[src/rtl/ef_smsdac_pkg.sv]
`default_nettype none
// ============================================================================
// Module      : ef_smsdac_pkg
// Description : Shared constants for the mismatch-shaping DAC front-end
//               controller: midscale code, FSM state encoding, LFSR taps.
// Revision    : 1.0 - initial release
// ============================================================================
package ef_smsdac_pkg;

  // Offset-binary midscale: x = 0, x7 = 1
  localparam logic [7:0] MIDSCALE = 8'h80;

  // Controller states (explicit 2-bit encoding)
  typedef logic [1:0] state_t;
  localparam state_t ST_IDLE  = 2'd0;
  localparam state_t ST_PRIME = 2'd1;
  localparam state_t ST_RUN   = 2'd2;

  // Fibonacci x^15 + x^14 + 1: feedback = q[14] ^ q[13]
  localparam int LFSR_TAP_HI = 14;
  localparam int LFSR_TAP_LO = 13;

endpackage
`default_nettype wire

[src/rtl/ef_smsdac_fifo.sv]
`default_nettype none
// ============================================================================
// Module      : ef_smsdac_fifo
// Description : Small synchronous sample FIFO with flush. Push is ignored
//               when full, pop when empty; flush overrides both.
// Revision    : 1.0 - initial release
// ============================================================================
module ef_smsdac_fifo #(
  parameter int DW    = 8,
  parameter int DEPTH = 4
) (
  input  logic                     clk,
  input  logic                     rst_b,
  input  logic                     push,
  input  logic [DW-1:0]            wdata,
  input  logic                     pop,
  input  logic                     flush,
  output logic [DW-1:0]            rdata,
  output logic                     full,
  output logic                     empty,
  output logic [$clog2(DEPTH):0]   level
);

  localparam int AW = $clog2(DEPTH);
  localparam logic [AW:0] c_depth = (AW+1)'(DEPTH);

  logic [DW-1:0] r_mem [DEPTH];
  logic [AW-1:0] r_wr_ptr;
  logic [AW-1:0] r_rd_ptr;
  logic [AW:0]   r_level;
  logic          w_push;
  logic          w_pop;

  assign w_push = push && !full;
  assign w_pop  = pop && !empty;
  assign full   = (r_level == c_depth);
  assign empty  = (r_level == '0);
  assign level  = r_level;
  assign rdata  = r_mem[r_rd_ptr];

  // Storage array; contents are don't-care while the pointers say empty
  always_ff @(posedge clk) begin
    if (w_push && !flush) r_mem[r_wr_ptr] <= wdata;
  end

  // Pointer and occupancy tracking; power-of-2 depth lets pointers wrap freely
  always_ff @(posedge clk or negedge rst_b) begin
    if (!rst_b) begin
      r_wr_ptr <= '0;
      r_rd_ptr <= '0;
      r_level  <= '0;
    end else if (flush) begin
      r_wr_ptr <= '0;
      r_rd_ptr <= '0;
      r_level  <= '0;
    end else begin
      if (w_push) r_wr_ptr <= r_wr_ptr + 1'b1;
      if (w_pop)  r_rd_ptr <= r_rd_ptr + 1'b1;
      if (w_push && !w_pop)      r_level <= r_level + 1'b1;
      else if (w_pop && !w_push) r_level <= r_level - 1'b1;
    end
  end

endmodule
`default_nettype wire

[src/rtl/ef_smsdac_ctrl.sv]
`default_nettype none
// ============================================================================
// Module      : ef_smsdac_ctrl
// Description : Sample-rate scheduler and configuration controller for the
//               segmented mismatch-shaping encoder. Buffers codes, releases
//               one per divider tick, and drives random selection / dither.
// Revision    : 1.0 - initial release
// ============================================================================
module ef_smsdac_ctrl
  import ef_smsdac_pkg::*;
#(
  parameter int                DW         = 8,
  parameter int                FIFO_DEPTH = 4,
  parameter int                LFSR_W     = 15,
  parameter logic [LFSR_W-1:0] LFSR_SEED  = 15'h4A5B,
  parameter int                DIV_W      = 8
) (
  input  logic                          clk,
  input  logic                          rst_b,
  input  logic [DW-1:0]                 in_data,
  input  logic                          in_valid,
  output logic                          in_ready,
  input  logic                          cfg_en,
  input  logic [DIV_W-1:0]              cfg_div,
  input  logic                          cfg_shape_en,
  input  logic                          cfg_dither_en,
  input  logic                          cfg_hold_last,
  input  logic                          clr_underflow,
  output logic [6:0]                    x,
  output logic                          x7,
  output logic                          x_c,
  output logic [6:0]                    r,
  output logic                          tick,
  output logic                          underflow,
  output logic [$clog2(FIFO_DEPTH):0]   fifo_level
);

  localparam int LW = $clog2(FIFO_DEPTH) + 1;
  localparam logic [LW-1:0] c_prime_lvl = LW'(2);

  state_t            r_state;
  logic [DIV_W-1:0]  r_cnt;
  logic [DIV_W-1:0]  r_div_q;
  logic [DW-1:0]     r_code;
  logic              r_underflow;
  logic [LFSR_W-1:0] r_lfsr;
  logic [6:0]        r_r;
  logic              r_xc;

  logic              w_tick;
  logic              w_enter_run;
  logic              w_full;
  logic              w_empty;
  logic [LW-1:0]     w_level;
  logic [DW-1:0]     w_head;
  logic              w_push;
  logic              w_pop;

  // Tick only while running and enabled; a dropping cfg_en suppresses it
  assign w_tick      = (r_state == ST_RUN) && cfg_en && (r_cnt == r_div_q);
  assign w_enter_run = cfg_en && (r_state == ST_PRIME) && (w_level >= c_prime_lvl);
  assign in_ready    = (r_state != ST_IDLE) && !w_full;
  assign w_push      = in_valid && in_ready;
  assign w_pop       = w_tick && !w_empty;

  ef_smsdac_fifo #(
    .DW    (DW),
    .DEPTH (FIFO_DEPTH)
  ) u_fifo (
    .clk   (clk),
    .rst_b (rst_b),
    .push  (w_push),
    .wdata (in_data),
    .pop   (w_pop),
    .flush (!cfg_en),
    .rdata (w_head),
    .full  (w_full),
    .empty (w_empty),
    .level (w_level)
  );

  // Controller FSM: IDLE -> PRIME on enable, PRIME -> RUN with two buffered codes
  always_ff @(posedge clk or negedge rst_b) begin
    if (!rst_b) begin
      r_state <= ST_IDLE;
    end else if (!cfg_en) begin
      r_state <= ST_IDLE;
    end else begin
      case (r_state)
        ST_IDLE:  r_state <= ST_PRIME;
        ST_PRIME: if (w_enter_run) r_state <= ST_RUN;
        ST_RUN:   r_state <= ST_RUN;
        default:  r_state <= ST_IDLE;
      endcase
    end
  end

  // Sample-period divider; period reloads at RUN entry and on each tick
  always_ff @(posedge clk or negedge rst_b) begin
    if (!rst_b) begin
      r_cnt   <= '0;
      r_div_q <= '0;
    end else if (r_state != ST_RUN || !cfg_en) begin
      r_cnt <= '0;
      if (w_enter_run) r_div_q <= cfg_div;
    end else if (w_tick) begin
      r_cnt   <= '0;
      r_div_q <= cfg_div;
    end else begin
      r_cnt <= r_cnt + 1'b1;
    end
  end

  // Output code register: FIFO head on tick, underflow policy when empty
  always_ff @(posedge clk or negedge rst_b) begin
    if (!rst_b) begin
      r_code <= MIDSCALE;
    end else if (!cfg_en) begin
      r_code <= MIDSCALE;
    end else if (w_tick) begin
      if (!w_empty)           r_code <= w_head;
      else if (!cfg_hold_last) r_code <= MIDSCALE;
    end
  end

  // Sticky underflow flag; a new underflow beats a simultaneous clear
  always_ff @(posedge clk or negedge rst_b) begin
    if (!rst_b) begin
      r_underflow <= 1'b0;
    end else if (w_tick && w_empty) begin
      r_underflow <= 1'b1;
    end else if (clr_underflow) begin
      r_underflow <= 1'b0;
    end
  end

  // LFSR advances outside IDLE; r and x_c sample its pre-shift value
  always_ff @(posedge clk or negedge rst_b) begin
    if (!rst_b) begin
      r_lfsr <= LFSR_SEED;
      r_r    <= '0;
      r_xc   <= 1'b0;
    end else if (r_state != ST_IDLE) begin
      r_lfsr <= {r_lfsr[LFSR_W-2:0], r_lfsr[LFSR_TAP_HI] ^ r_lfsr[LFSR_TAP_LO]};
      r_r    <= cfg_shape_en ? r_lfsr[6:0] : 7'd0;
      r_xc   <= (cfg_dither_en && cfg_en) ? r_lfsr[LFSR_TAP_HI] : 1'b0;
    end else begin
      r_xc   <= 1'b0;
    end
  end

  assign x          = r_code[6:0];
  assign x7         = r_code[DW-1];
  assign x_c        = r_xc;
  assign r          = r_r;
  assign tick       = w_tick;
  assign underflow  = r_underflow;
  assign fifo_level = w_level;

endmodule
`default_nettype wire
[config.mk]
export PLATFORM = sky130hd
export DESIGN_NAME = ef_smsdac_ctrl
export DESIGN_NICKNAME = d
export VERILOG_FILES = /design/src/rtl/ef_smsdac_pkg.sv /design/src/rtl/ef_smsdac_fifo.sv /design/src/rtl/ef_smsdac_ctrl.sv
export SDC_FILE = /design/constraint.sdc
export NUM_CORES = 1
export LEC_CHECK = 0
export CAP_MARGIN = 20
export CORE_MARGIN = 4
export CORE_UTILIZATION = 40
export DETAILED_ROUTE_END_ITERATION = 8
export DONT_BUFFER_PORTS = 1
export GPL_TIMING_DRIVEN = 0
export PLACE_DENSITY = 0.57
export SYNTH_ARGS = -nofsm -noshare
export SYNTH_HDL_FRONTEND = slang
export SYNTH_HIERARCHICAL = 1
export SYNTH_SLANG_ARGS = --single-unit
[constraint.sdc]
create_clock -name clk -period 3.5 [get_ports clk]
set_input_delay 0.7 -clock clk [delete_from_list [all_inputs] [get_ports clk]]
set_output_delay 0.7 -clock clk [all_outputs]
set_load 0.02 [all_outputs]
==> flow_summary.html <==
<table>
<tr><th>Metric</th><th>Value</th></tr>
<tr><th colspan="2">Status</th></tr>
<tr><td>Status</td><td>complete, no violations</td></tr>
<tr><th colspan="2">Power and ir drop</th></tr>
<tr><td>Clock network fraction of total power</td><td>0.275</td></tr>
<tr><td>Post-layout power</td><td>2.47 mW</td></tr>
<tr><td>VDD IR max</td><td>0.268 mV</td></tr>
<tr><td>Switching power</td><td>802 uW</td></tr>
<tr><td>Leakage</td><td>1.73 nW</td></tr>
<tr><td>Int Pwr</td><td>1.67 mW</td></tr>
<tr><td>Sequential fraction of design power</td><td>0.497</td></tr>
<tr><td>Net Sw Frac</td><td>0.324</td></tr>
<tr><td>Part of the total power dissipated in combinational logic</td><td>0.228</td></tr>
<tr><td>Power per unit of standard cell area</td><td>574 nW/um^2</td></tr>
<tr><th colspan="2">Cells and area</th></tr>
<tr><td>Final net count</td><td>328</td></tr>
<tr><td>Most frequent standard cell in the layout excluding fill and tap cells</td><td>sky130_fd_sc_hd__dfrtp_1</td></tr>
<tr><td>Share of post-route cells with drive strength above 1</td><td>0.258</td></tr>
<tr><td>Layout Area Growth over Synthesis</td><td>10.3%</td></tr>
<tr><td>Antenna diode count</td><td>0</td></tr>
<tr><td>Area of all placed cells without fillers</td><td>4310 um^2</td></tr>
<tr><td>Commonest cells after routing, fill and taps aside</td><td>sky130_fd_sc_hd__dfrtp_1, sky130_fd_sc_hd__edfxtp_1, sky130_fd_sc_hd__nand2_1</td></tr>
<tr><th colspan="2">Worst setup path</th></tr>
<tr><td>Peak fanout along the critical path</td><td>10</td></tr>
<tr><td>Category of the worst setup path capture point</td><td>register</td></tr>
<tr><td>R2R Path End</td><td>u_fifo/r_mem[0][1]</td></tr>
<tr><td>Worst Setup Path Type</td><td>register to register</td></tr>
<tr><td>Critical path startpoint category</td><td>register</td></tr>
<tr><td>Data required time at the worst endpoint</td><td>3.51 ns</td></tr>
<tr><td>Cells on worst reg2reg path</td><td>9</td></tr>
<tr><td>Critical register-to-register path startpoint</td><td>r_state[0]</td></tr>
<tr><td>Worst reg2reg setup slack</td><td>0.45 ns</td></tr>
<tr><td>WP data arrival</td><td>3.06 ns</td></tr>
<tr><th colspan="2">Place</th></tr>
<tr><td>Area after detailed placement</td><td>4070 um^2</td></tr>
<tr><td>Weighted congestion reported at the end of routability-driven placement</td><td>0.734</td></tr>
<tr><td>Port Buffers</td><td>0</td></tr>
<tr><td>Post-DP HPWL</td><td>4.77 mm</td></tr>
<tr><th colspan="2">Clock tree</th></tr>
<tr><td>Worst skew pair latency</td><td>0.36 ns</td></tr>
<tr><td>Root buf cell</td><td>sky130_fd_sc_hd__clkbuf_8</td></tr>
<tr><td>Clock Sink Count</td><td>89</td></tr>
<tr><td>Longest Clk Path Bufs</td><td>2</td></tr>
<tr><td>Number of buffers added by the clock tree synthesis step</td><td>9</td></tr>
<tr><td>CTS tree</td><td>done</td></tr>
<tr><td>H-tree levels</td><td>3</td></tr>
<tr><td>CTS clock-pin slew for the worst setup and hold paths</td><td>0.09 ns</td></tr>
<tr><th colspan="2">Global routing</th></tr>
<tr><td>Total Routing Usage GR</td><td>0.134</td></tr>
<tr><td>Global-route wire length before repair</td><td>11.8 mm</td></tr>
<tr><td>Total grt overflow</td><td>0</td></tr>
<tr><td>Antenna violations before repair</td><td>0</td></tr>
<tr><td>Vias in the first global route</td><td>2252</td></tr>
<tr><td>Pin count of the biggest net entering global routing</td><td>57</td></tr>
<tr><th colspan="2">STA</th></tr>
<tr><td>Relative max-transition margin</td><td>0.497</td></tr>
<tr><td>Layout Skew</td><td>0.0171 ns</td></tr>
<tr><td>Minimum clock period</td><td>3.05 ns</td></tr>
<tr><td>Pins Over Slew Limit</td><td>0</td></tr>
<tr><td>Unrepaired setup endpoints after global routing</td><td>no</td></tr>
<tr><td>Worst-Margin Slew</td><td>0.752 ns</td></tr>
<tr><td>Fmax</td><td>0.328 GHz</td></tr>
<tr><td>Final worst path period share</td><td>0.872</td></tr>
<tr><td>Total Negative Setup Slacks</td><td>0 ns</td></tr>
<tr><td>Final setup vio count</td><td>0</td></tr>
<tr><td>Hold Violations, Final</td><td>0</td></tr>
<tr><th colspan="2">Floorplan</th></tr>
<tr><td>Std-Cell Core Area</td><td>9370 um^2</td></tr>
<tr><td>Initial Utilization</td><td>0.417</td></tr>
<tr><td>Floorplan die height</td><td>107 um</td></tr>
<tr><td>IO Count</td><td>46</td></tr>
<tr><td>Cell Rows</td><td>35</td></tr>
<tr><td>Floorplan die area</td><td>11400 um^2</td></tr>
<tr><td>Width of the die</td><td>107 um</td></tr>
<tr><th colspan="2">Routing</th></tr>
<tr><td>Total via count after detailed routing</td><td>2157</td></tr>
<tr><td>Post-DR vias/cell</td><td>5.04</td></tr>
<tr><td>DRC viols</td><td>0</td></tr>
<tr><td>Sum of routed wire length over all layers</td><td>7.18 mm</td></tr>
<tr><td>Number of detailed-route iterations in the first pass</td><td>4</td></tr>
<tr><td>DRT iter0 DRCs</td><td>136</td></tr>
<tr><td>Wire length per cell</td><td>16.8 um</td></tr>
<tr><td>Routed Antenna Nets</td><td>0</td></tr>
<tr><th colspan="2">Synthesis</th></tr>
<tr><td>Number of warnings issued by yosys</td><td>6</td></tr>
<tr><td>Sequential element share of the synthesized area</td><td>0.614</td></tr>
<tr><td>Flop and latch count out of synthesis</td><td>89</td></tr>
<tr><td>Count of different cell masters after synthesis</td><td>49</td></tr>
<tr><td>Synthesized netlist cell count</td><td>278</td></tr>
<tr><td>Synth Cell Area</td><td>3910 um^2</td></tr>
<tr><td>Average footprint of a synthesized cell</td><td>14.1 um^2</td></tr>
<tr><td>Net count after synthesis</td><td>312</td></tr>
<tr><th colspan="2">Worst hold path</th></tr>
<tr><td>Class of the tightest hold or removal check</td><td>primary input to asynchronous set/reset pin</td></tr>
<tr><th colspan="2">Run</th></tr>
<tr><td>Number of violations of the max-capacitance limit</td><td>0</td></tr>
</table>
[worst max-delay path: stages, from the launching register on]
cell	delay (ns)
sky130_fd_sc_hd__dfrtp_1	0.37
sky130_fd_sc_hd__inv_1	0.08
sky130_fd_sc_hd__ha_1	0.19
sky130_fd_sc_hd__clkbuf_1	0.14
sky130_fd_sc_hd__clkbuf_2	0.22
sky130_fd_sc_hd__nor2_1	0.42
sky130_fd_sc_hd__and2_1	0.38
sky130_fd_sc_hd__inv_1	0.19
sky130_fd_sc_hd__nor3_2	0.24
sky130_fd_sc_hd__and2_1	0.45
[power groups by stage]
| stage | clock, mW | sequential, mW | combinational (mW) |
|---|---|---|---|
| 3_3_place_gp | 0 | 1.25 | 0.550 |
| 3_5_place_dp | 0 | 1.25 | 0.562 |
| 6_report | 0.679 | 1.23 | 0.564 |
| 4_1_cts | 0.710 | 1.23 | 0.567 |
| 5_1_grt | 0.757 | 1.24 | 0.630 |
| 2_1_floorplan | 0 | 1.24 | 0.455 |
[sequential cells by signal (all words and copies together) (netlist names), 3 cells and up]
register      cells
r_cnt             8
u_fifo/level      3
r_code            8
r                 7
r_div_q           8
r_lfsr           15
u_fifo/r_mem     32
[logic make-up after synthesis]
group,synth area share
buffers and inverters,0.0323
XOR/XNOR,0.0381
AO/OA/AOI/OAI,0.0695
multiplexers,0.117
AND/OR/NAND/NOR,0.0957
adder cells (fa/ha/maj),0.0339
flip-flops,0.614
[worst max path at each step]
stage	from	end	slack (ns)	cells past startpoint
after global placement	r_cnt[5]	u_fifo/level[2]	0.19	10
after detailed placement	r_cnt[5]	u_fifo/level[2]	0.14	10
after CTS	r_cnt[5]	u_fifo/level[2]	0.12	10
after global routing	r_state[0]	u_fifo/r_mem[2][3]	0.19	9
final	r_state[0]	u_fifo/r_mem[0][1]	0.45	9
after floorplan	cfg_en	u_fifo/level[2]	0.62	9
[layout make-up]
class	count	area (um^2)
Buffer	11	70.1
Clock buffer	9	124
Clock inverter	7	70.1
Fill cell	870	5060
Inverter	14	57.6
Multi-Input combinational cell	164	1380
Sequential cell	89	2400
Tap cell	129	161
Timing Repair Buffer	5	45.0
[cells in the mapped netlist, drive strengths merged]
cell,instances,area [um^2]
a2111oi,1,15.0
a211o,1,8.76
a21bo,1,10.0
a21oi,4,27.5
a22o,7,61.3
a22oi,1,7.51
a311oi,1,8.76
and2,5,31.3
and3,4,25.0
buf,7,53.8
clkbuf,4,15.0
clkinv,1,8.76
dfrtp,48,1200
dfstp,9,236
edfxtp,32,961
fa,1,20.0
ha,9,113
inv,13,48.8
mux2,22,255
mux2i,2,20.0
mux4,8,180
nand2,22,82.6
nand3,9,45.0
nand3b,3,22.5
nand4,1,12.5
nor2,17,71.3
nor3,5,41.3
nor4,1,21.3
nor4bb,1,10.0
o211a,1,10.0
o211ai,2,15.0
o21ai,13,68.8
o311a,1,10.0
o311ai,1,8.76
o31ai,2,20.0
or3b,1,11.3
xnor2,12,105
xor2,5,43.8
[per-stage QoR]
| step | util | setup WS (ns) | hold WS (ns) | instances |
|---|---|---|---|---|
| global placement | 0.434 | 0.187 | 0.406 | 407 |
| finish | 0.460 | 0.450 | 0.0293 | 428 |
| global route | 0.460 | 0.191 | 0.000876 | 428 |
| detailed placement | 0.434 | 0.142 | 0.406 | 407 |
| floorplan | - | 0.623 | 0.404 | 278 |
| CTS | 0.456 | 0.116 | 0.00271 | 424 |
[per-layer routing]
| layer | GRT usage | wire, um | part of all wire |
|---|---|---|---|
| met1 | 0.173 | 3130 | 0.44 |
| met2 | 0.214 | 3580 | 0.50 |
| met3 | 0.0397 | 344 | 0.048 |
| met4 | 0.0493 | 126 | 0.018 |
| met5 | 0 | 0 | 0 |
[what timing repair did]
item                       4_1_cts  5_1_grt
buffers inserted                 0        2
hold buffers                     1        2
setup endpoints to repair        0        1
resized for setup                0        2
hold endpoints to repair         2       12
No activity file was read; power rests on OpenSTA's default activity.
